==> config.mk <==
export PLATFORM = sky130hd
export DESIGN_NAME = vc_fifo_param_flat
export DESIGN_NICKNAME = d
export VERILOG_FILES = /design/src/rtl/vc_fifo_param_if.sv /design/src/rtl/vc_fifo_param.sv /design/src/flat_wrapper.sv
export SDC_FILE = /design/constraint.sdc
export NUM_CORES = 1
export LEC_CHECK = 0
export CAP_MARGIN = 20
export CORE_MARGIN = 10
export CORE_UTILIZATION = 53
export CTS_BUF_LIST = sky130_fd_sc_hd__clkbuf_8
export DETAILED_ROUTE_END_ITERATION = 8
export PLACE_DENSITY = 0.81
export SYNTH_ARGS = -nofsm -noshare
export SYNTH_HDL_FRONTEND = slang
export SYNTH_SLANG_ARGS = --single-unit
==> constraint.sdc <==
create_clock -name clk -period 2.35 [get_ports clk]
set_input_delay 0.3525 -clock clk [delete_from_list [all_inputs] [get_ports clk]]
set_output_delay 0.3525 -clock clk [all_outputs]
set_load 0.01 [all_outputs]
==> src/rtl/vc_fifo_param_if.sv <==
// Handshake and status bundle for vc_fifo_param.
// Pure signal grouping, no logic or latency of its own.
// master drives write/read requests; slave returns data and status.
interface vc_fifo_param_if #(
  parameter int DATA_W = 6,
  parameter int ADDR_W = 2
);
  logic              wr_enable;
  logic              rd_enable;
  logic [DATA_W-1:0] data_in;
  logic [ADDR_W:0]   af_thr;
  logic [ADDR_W:0]   ae_thr;
  logic              err_clear;
  logic [DATA_W-1:0] data_out;
  logic              data_valid;
  logic              full;
  logic              empty;
  logic              almost_full;
  logic              almost_empty;
  logic [ADDR_W:0]   fill_count;
  logic              overflow_err;
  logic              underflow_err;

  modport master (
    output wr_enable, rd_enable, data_in, af_thr, ae_thr, err_clear,
    input  data_out, data_valid, full, empty, almost_full, almost_empty,
           fill_count, overflow_err, underflow_err
  );

  modport slave (
    input  wr_enable, rd_enable, data_in, af_thr, ae_thr, err_clear,
    output data_out, data_valid, full, empty, almost_full, almost_empty,
           fill_count, overflow_err, underflow_err
  );
endinterface

==> src/rtl/vc_fifo_param.sv <==
// Synchronous FIFO with thresholds, sticky error flags and registered read data.
// Read data appears one cycle after an accepted read; status flags are combinational.
// Writes to a full FIFO are dropped unless a read frees a slot the same cycle.
module vc_fifo_param #(
  parameter int DATA_W    = 6,
  parameter int ADDR_W    = 2,
  parameter bit ZERO_IDLE = 1'b1
) (
  input  logic             clk,
  input  logic             reset,
  vc_fifo_param_if.slave   bus
);
  localparam int DEPTH = 1 << ADDR_W;
  localparam logic [ADDR_W:0] DEPTH_C = DEPTH[ADDR_W:0];

  logic [DATA_W-1:0] mem [DEPTH];
  logic [ADDR_W-1:0] wr_ptr;
  logic [ADDR_W-1:0] rd_ptr;
  logic [ADDR_W:0]   count;
  logic [DATA_W-1:0] rd_data;
  logic              rd_valid;
  logic              ovf_err;
  logic              unf_err;

  logic              is_full;
  logic              is_empty;
  logic              rd_acc;
  logic              wr_acc;
  logic [ADDR_W:0]   af_sat;
  logic [ADDR_W:0]   ae_sat;

  // Acceptance and flags; a read frees a slot for a write at full, but a
  // write never makes an empty FIFO readable in the same cycle.
  always_comb begin
    is_full  = (count == DEPTH_C);
    is_empty = (count == '0);
    rd_acc   = bus.rd_enable & ~is_empty;
    wr_acc   = bus.wr_enable & (~is_full | rd_acc);
    af_sat   = (bus.af_thr > DEPTH_C) ? DEPTH_C : bus.af_thr;
    ae_sat   = (bus.ae_thr > DEPTH_C) ? DEPTH_C : bus.ae_thr;
  end

  // Storage array is not reset; writes are suppressed while reset is high.
  always_ff @(posedge clk) begin
    if (!reset && wr_acc) begin
      mem[wr_ptr] <= bus.data_in;
    end
  end

  // Pointers, occupancy, read data register and sticky error flags.
  always_ff @(posedge clk) begin
    if (reset) begin
      wr_ptr   <= '0;
      rd_ptr   <= '0;
      count    <= '0;
      rd_data  <= '0;
      rd_valid <= 1'b0;
      ovf_err  <= 1'b0;
      unf_err  <= 1'b0;
    end else begin
      if (wr_acc) begin
        wr_ptr <= wr_ptr + 1'b1;
      end
      if (rd_acc) begin
        rd_ptr <= rd_ptr + 1'b1;
      end
      case ({wr_acc, rd_acc})
        2'b10:   count <= count + 1'b1;
        2'b01:   count <= count - 1'b1;
        default: count <= count;
      endcase
      rd_valid <= rd_acc;
      if (rd_acc) begin
        rd_data <= mem[rd_ptr];
      end else if (ZERO_IDLE) begin
        rd_data <= '0;
      end
      // A new error event in the same cycle as err_clear keeps the flag set.
      ovf_err <= (bus.wr_enable & ~wr_acc) | (ovf_err & ~bus.err_clear);
      unf_err <= (bus.rd_enable & is_empty) | (unf_err & ~bus.err_clear);
    end
  end

  // Drive the bundle outputs.
  always_comb begin
    bus.data_out      = rd_data;
    bus.data_valid    = rd_valid;
    bus.full          = is_full;
    bus.empty         = is_empty;
    bus.almost_full   = (count >= (DEPTH_C - af_sat));
    bus.almost_empty  = (count <= ae_sat);
    bus.fill_count    = count;
    bus.overflow_err  = ovf_err;
    bus.underflow_err = unf_err;
  end
endmodule

==> src/flat_wrapper.sv <==
// flat-port wrapper written by rule: the top's interface ports become plain ports
module vc_fifo_param_flat 
#(
  parameter int DATA_W    = 6,
  parameter int ADDR_W    = 2,
  parameter bit ZERO_IDLE = 1'b1
)
  (clk, reset, bus_wr_enable, bus_rd_enable, bus_data_in, bus_af_thr, bus_ae_thr, bus_err_clear, bus_data_out, bus_data_valid, bus_full, bus_empty, bus_almost_full, bus_almost_empty, bus_fill_count, bus_overflow_err, bus_underflow_err);
  vc_fifo_param_if #(.DATA_W(DATA_W), .ADDR_W(ADDR_W)) bus_i ();
  input  logic clk;
  input  logic reset;
  input wire logic [$bits(bus_i.wr_enable)-1:0] bus_wr_enable;
  input wire logic [$bits(bus_i.rd_enable)-1:0] bus_rd_enable;
  input wire logic [$bits(bus_i.data_in)-1:0] bus_data_in;
  input wire logic [$bits(bus_i.af_thr)-1:0] bus_af_thr;
  input wire logic [$bits(bus_i.ae_thr)-1:0] bus_ae_thr;
  input wire logic [$bits(bus_i.err_clear)-1:0] bus_err_clear;
  output wire logic [$bits(bus_i.data_out)-1:0] bus_data_out;
  output wire logic [$bits(bus_i.data_valid)-1:0] bus_data_valid;
  output wire logic [$bits(bus_i.full)-1:0] bus_full;
  output wire logic [$bits(bus_i.empty)-1:0] bus_empty;
  output wire logic [$bits(bus_i.almost_full)-1:0] bus_almost_full;
  output wire logic [$bits(bus_i.almost_empty)-1:0] bus_almost_empty;
  output wire logic [$bits(bus_i.fill_count)-1:0] bus_fill_count;
  output wire logic [$bits(bus_i.overflow_err)-1:0] bus_overflow_err;
  output wire logic [$bits(bus_i.underflow_err)-1:0] bus_underflow_err;
  assign bus_i.wr_enable = bus_wr_enable;
  assign bus_i.rd_enable = bus_rd_enable;
  assign bus_i.data_in = bus_data_in;
  assign bus_i.af_thr = bus_af_thr;
  assign bus_i.ae_thr = bus_ae_thr;
  assign bus_i.err_clear = bus_err_clear;
  assign bus_data_out = bus_i.data_out;
  assign bus_data_valid = bus_i.data_valid;
  assign bus_full = bus_i.full;
  assign bus_empty = bus_i.empty;
  assign bus_almost_full = bus_i.almost_full;
  assign bus_almost_empty = bus_i.almost_empty;
  assign bus_fill_count = bus_i.fill_count;
  assign bus_overflow_err = bus_i.overflow_err;
  assign bus_underflow_err = bus_i.underflow_err;
  vc_fifo_param #(.DATA_W(DATA_W), .ADDR_W(ADDR_W), .ZERO_IDLE(ZERO_IDLE)) u_core (.clk(clk), .reset(reset), .bus(bus_i));
endmodule
# Yosys cells after proc, flatten, opt, wreduce, memory -nomap -nowiden
# Memory sizes are Yosys's and may differ from the RTL's. A register that Yosys moved wholly into a read port is not among the register bits.
# Index checks and enable logic that the tools add are counted.
# totals
memories	1
output_inout_bits	16
word_cells	43
ram_bits	24
ff_bits	10
# mem_list
memory	words	word_bits	rd	rd_ports_with_merged_regs	wr	line	source
u_core.mem	4	6	1	1	1	vc_fifo_param.sv:16	logic [DATA_W-1:0] mem [DEPTH];
# op_classes
muxes	5
bitwise_logic	14
n_addsub	5
magnitude_cmp	4
reduce_logical	5
n_eq_ne	3
# op_table
op	n
bitwise AND 1 bit	6
> comparator 3 bit, second input constant	2
two-way mux 3 bit	2
one-hot mux 3 bit (2 select lines)	1
NOT 1 bit	5
adder 2 x 1 -> 2 bit, second input constant	2
adder 3 x 1 -> 3 bit, second input constant	1
== test 3 bit, second input constant	1
>= comparator 3 bit	1
less-or-equal comparator 3 bit	1
zero test 3 bit	1
OR 1 bit	3
subtractor 3 x 1 -> 3 bit, second input constant	1
subtractor 3 bit, first input constant	1
== test 2 x 1 -> 1 bit, second input constant	1
== test 2 bit, second input constant	1
two-way mux 1 bit	2
nonzero test 2 bit	1
OR reduction 2 bit	1
logical AND 1 bit	1
zero test 1 bit	1

# Depth between registers and ports, before layout
# depth
ltp_word	8
mapped_depth	10
ltp_nobuf	9

# Worst setup path before layout
# No wires, ideal clock.
# synth_timing
path_type	register to register
startpoint	register u_core.count[2] (netlist: u_core.bus.fill_count[2])
endpoint	register u_core.count[2] (netlist: u_core.bus.fill_count[2])
period_less_slack_ns	2.206
setup_ns	0.071
path_stages_with_launch	10
path_slack_ns	0.144
t_arrival_ns	2.136
path_cell_list	dfxtp_1 > nor4b_4 > nor2b_2 > inv_1 > ha_1 > inv_1 > fa_1 > xor2_1 > or3_1 > a21oi_1
# synth_between
elab_chain_len	7
word_cells_on_any_way	13
classes_between	2 x add/sub; 3 x eq/ne; 1 x mux; 5 x bitwise; 2 x reduce/logical
# synth_rtl
item	line	source
from (decl)	vc_fifo_param.sv:19	logic [ADDR_W:0] count;
from (signal assigned)	vc_fifo_param.sv:68	2'b10: count <= count + 1'b1;
from (signal assigned)	vc_fifo_param.sv:69	2'b01: count <= count - 1'b1;
from (signal assigned)	vc_fifo_param.sv:70	default: count <= count;
zero test 3 bit	vc_fifo_param.sv:36	is_empty = (count == '0);
NOT 1 bit	vc_fifo_param.sv:37	rd_acc = bus.rd_enable & ~is_empty;
bitwise AND 1 bit	vc_fifo_param.sv:37	
OR 1 bit	vc_fifo_param.sv:38	wr_acc = bus.wr_enable & (~is_full | rd_acc);
bitwise AND 1 bit	vc_fifo_param.sv:38	
== test 2 x 1 -> 1 bit or == test 2 bit (tied branches)	vc_fifo_param.sv:67	case ({wr_acc, rd_acc})
one-hot mux 3 bit (2 select lines) or nonzero test 2 bit (tied branches)	--	
# Parallel ways exist; a longest one is shown, timed or not.
# A chain may end at the register's enable or synchronous reset.

# Final worst setup path
# layout_timing
startpoint	input port bus_af_thr[1]
endpoint	output port bus_almost_full
# layout_between
elab_chain_len	4
# layout_rtl
item	line	source
from (decl)	flat_wrapper.sv:15	input wire logic [$bits(bus_i.af_thr)-1:0] bus_af_thr;
> comparator 3 bit	vc_fifo_param.sv:39	af_sat = (bus.af_thr > DEPTH_C) ? DEPTH_C : bus.af_thr;
two-way mux 3 bit *	vc_fifo_param.sv:39	
subtractor 3 bit *	vc_fifo_param.sv:90	bus.almost_full = (count >= (DEPTH_C - af_sat));
>= comparator 3 bit *	vc_fifo_param.sv:90	
to (decl)	flat_wrapper.sv:22	output wire logic [$bits(bus_i.almost_full)-1:0] bus_almost_full;
# Every way passes the cells marked *; elsewhere a longest branch is shown, timed or not.

==> results_dict.tcl <==
set metrics [dict create \
    design.die.area_sq_um 5985 \
    ys.warnings.count 0 \
    status "completed" \
    fin_crit_sh 0.9638 \
    finalWorstSetupSlack_ps 85.17 \
    io_pins 33 \
    wl_met2_mm 1.815 \
    fp.dieH_um 77.37 \
    max_cap_violations 0 \
    cp.arrival_ps 1910 \
    cts_sinks 40 \
    drt_iter0_markers 61 \
    dpl.hpwl_mm 2.728 \
    grtUsageTotal 0.1224 \
    wl_met3_um 249 \
    setup_viol 0 \
    switchingPower_uw 621.8 \
    rows 20 \
    grt_pass1_wl_mm 5.802 \
    min-delay-start "u_core.wr_ptr[1]" \
    internal-power_uw 1421 \
    syn_area_sq_um 1744 \
    area_growth_pct 31.49 \
    vias 1133 \
    core_region_area_sq_um 3103 \
    cts_tree "done" \
    synth.net_count 152 \
    drt-wirelength-per-cell_um 16.17 \
    synth_top_area_frac 0.4132 \
    clk_pin_slew_worst_paths_ps 70 \
    max_slew_margin 0.6609 \
    yosys_register_bits 40 \
    critPathMaxFanout 2 \
    route.detailed.drc 0 \
    pwr-share-clk 0.201 \
    swShare 0.3044 \
    num_antenna_cells 0 \
    cts_buffer_depth 2 \
    firstDrtPassIters 4 \
    die-width_um 77.37 \
    gp_congestion 0.8033 \
    power_density_nw_per_um2 890.7 \
    final_util 0.7391 \
    maxSlewViolCount 0 \
    finalPower_uw 2043 \
    power_leakage_uw 0.0008767 \
    place_ws_ps -279.7 \
    post_dp_cell_area_sq_um 2201 \
    fmax_mhz 441.5 \
    synth_top_area_cell "edfxtp_1" \
    cts_setup_buffers 0 \
    hold_path_class "flip-flop to flip-flop" \
    wl_met1_mm 1.380 \
    skew_ps 1.150 \
    cp-end-kind "primary output" \
    synthDistinctLibCells 32 \
    worstSetupStartpoint "bus_af_thr[1]" \
    yosysSeqAreaShare 0.5968 \
    r2r_start "u_core.bus.fill_count[1]" \
    highest_layer "met4" \
    ant_nets 0 \
    cts_root_buf "clkbuf_8" \
    drive_above_1_share 0.1954 \
    synthTopCellsByArea "edfxtp_1, dfxtp_1, mux4_2" \
    timing_hold_violations_final 0 \
    max_slew.worst_pin.slew_ps 508.0 \
    vias_per_cell 5.197 \
    layout_min_cycle_time_ps 2265 \
    vdd.ir_drop.worst_uv 537.3 \
    gr-total-overflow 0 \
    clk_latency_ps 280 \
    antenna_found_initial 0 \
    crit_path_start_kind "primary input" \
    htree_levels 2 \
    port-buffer-count 32 \
    initial_core_util 0.5621 \
    n_fill_cell 215 \
    combPwrFrac 0.361 \
    netlist_instances 124 \
    worstSetupPathType "primary input to primary output" \
    post-route-cell-area_sq_um 2293 \
    grt_pass1_vias 1198 \
    grt_max_degree 12 \
    nets 201 \
    drt-total-wl_mm 3.526 \
    post_synth.cell_area_avg_sq_um 14.07 \
    p_seq_frac 0.439 \
    cp.required_ps 2000 \
    numCtsBuffers 5 \
]
-- placed cells by master (no fill, tap or decap), drive strengths merged, types with 2 or more instances in the layout --
cell,count
clkbuf,6
nand2b,3
nor2,9
nor3b,4
inv,11
buf,14
or3,2
dfxtp,16
a21oi,4
o21ai,3
dlymetal6s2s,2
nor4b,2
clkdlybuf4s50,28
nor2b,11
edfxtp,24
ha,10
xor2,5
mux4,6
-- timing repair --
| action | in CTS | in global routing |
|---|---|---|
| pin swaps | 0 | 3 |
| hold buffers | 0 | 0 |
| endpoints found under the setup margin | 2 | 3 |
| gates resized for setup | 2 | 9 |
-- metrics by stage --
| stage | setup TNS (ps) | cells | hold WS, ps |
|---|---|---|---|
| floorplan | 0 | 124 | 451.4 |
| global placement | -463.7 | 210 | 501.3 |
| detailed placement | -678.4 | 210 | 506.7 |
| CTS | 0 | 218 | 515.1 |
| global route | -2.637 | 218 | 559.5 |
| finish | 0 | 218 | 513.5 |
-- area by class of cell --
type,count,area [sq um],area share
inverter,9,33.78,0.01473
clock inverter,3,11.26,0.004910
sequential,40,1041,0.4539
clock buffer,5,68.82,0.03001
multi-input combinational,71,658.1,0.2870
timing repair buffer,46,425.4,0.1855
tap,44,55.05,0.02400
-- metal layers --
metal | vias up | track usage
met5 | - | 0
met4 | 0 | 0.05292
met3 | 11 | 0.05760
met2 | 37 | 0.2115
met1 | 544 | 0.1239
li1 | 541 | -
-- path summary, 6_finish.rpt --
check | end | slack (ps) | cells after the start
setup / recovery | bus_almost_full | 90 | 7
hold / removal | u_core.wr_ptr[1] | 510 | 2
setup reg to reg | u_core.bus.fill_count[2] | 130 | 9
hold reg to reg | u_core.wr_ptr[1] | 510 | 2
-- critical path, cell delays in order --
cell and delay [ps]:
clkdlybuf4s50_1 500, xor2_1 150, nand2b_1 80, ha_1 210
nor4b_2 280, o21bai_1 100, clkdlybuf4s15_1 240
-- cells in the mapped netlist (all sizes together) --
cell	n
and3	1
mux2i	1
nor2b	11
a21oi	4
o31ai	1
o311ai	1
o21ai	3
nand2b	3
buf	3
nor2	9
nor4b	2
nor3b	4
mux2	1
xor2	5
ha	10
nand3	1
or2	1
edfxtp	24
fa	1
o21a	1
inv	9
nand2	1
mux4	6
o21bai	1
or3	2
clkbuf	1
nor3	1
dfxtp	16
-- power by group through the flow --
stage / registers (uW) / clock network [uW] / logic [uW]
floorplan: 904 / 0 / 401
global placement: 907 / 0 / 703
detailed placement: 912 / 0 / 741
CTS: 897 / 421 / 727
global route: 908 / 455 / 827
finish: 897 / 410 / 736
-- state kept, by name, indices dropped and copies added (netlist names) --
register,count
u_core.bus.underflow_err,1
u_core.bus.fill_count,3
u_core.bus.overflow_err,1
u_core.bus.data_out,6
u_core.wr_ptr,2
u_core.mem,24
u_core.rd_ptr,2
u_core.bus.data_valid,1
-- cells by family (layout without fill, tap and decap cells) --
logic type / count (synthesis) / after routing / share of synthesized area
DFF: 40 / 40 / 0.5968
and+or+nand+nor: 36 / 36 / 0.1291
buffers and inverters: 13 / 63 / 0.03299
adders and majority gates: 11 / 11 / 0.08321
AOI/OAI and AO/OA: 11 / 11 / 0.04089
muxes: 8 / 8 / 0.09182
xor gates and xnor gates: 5 / 5 / 0.02511
Note: power is estimated with default switching activity, not from simulation.
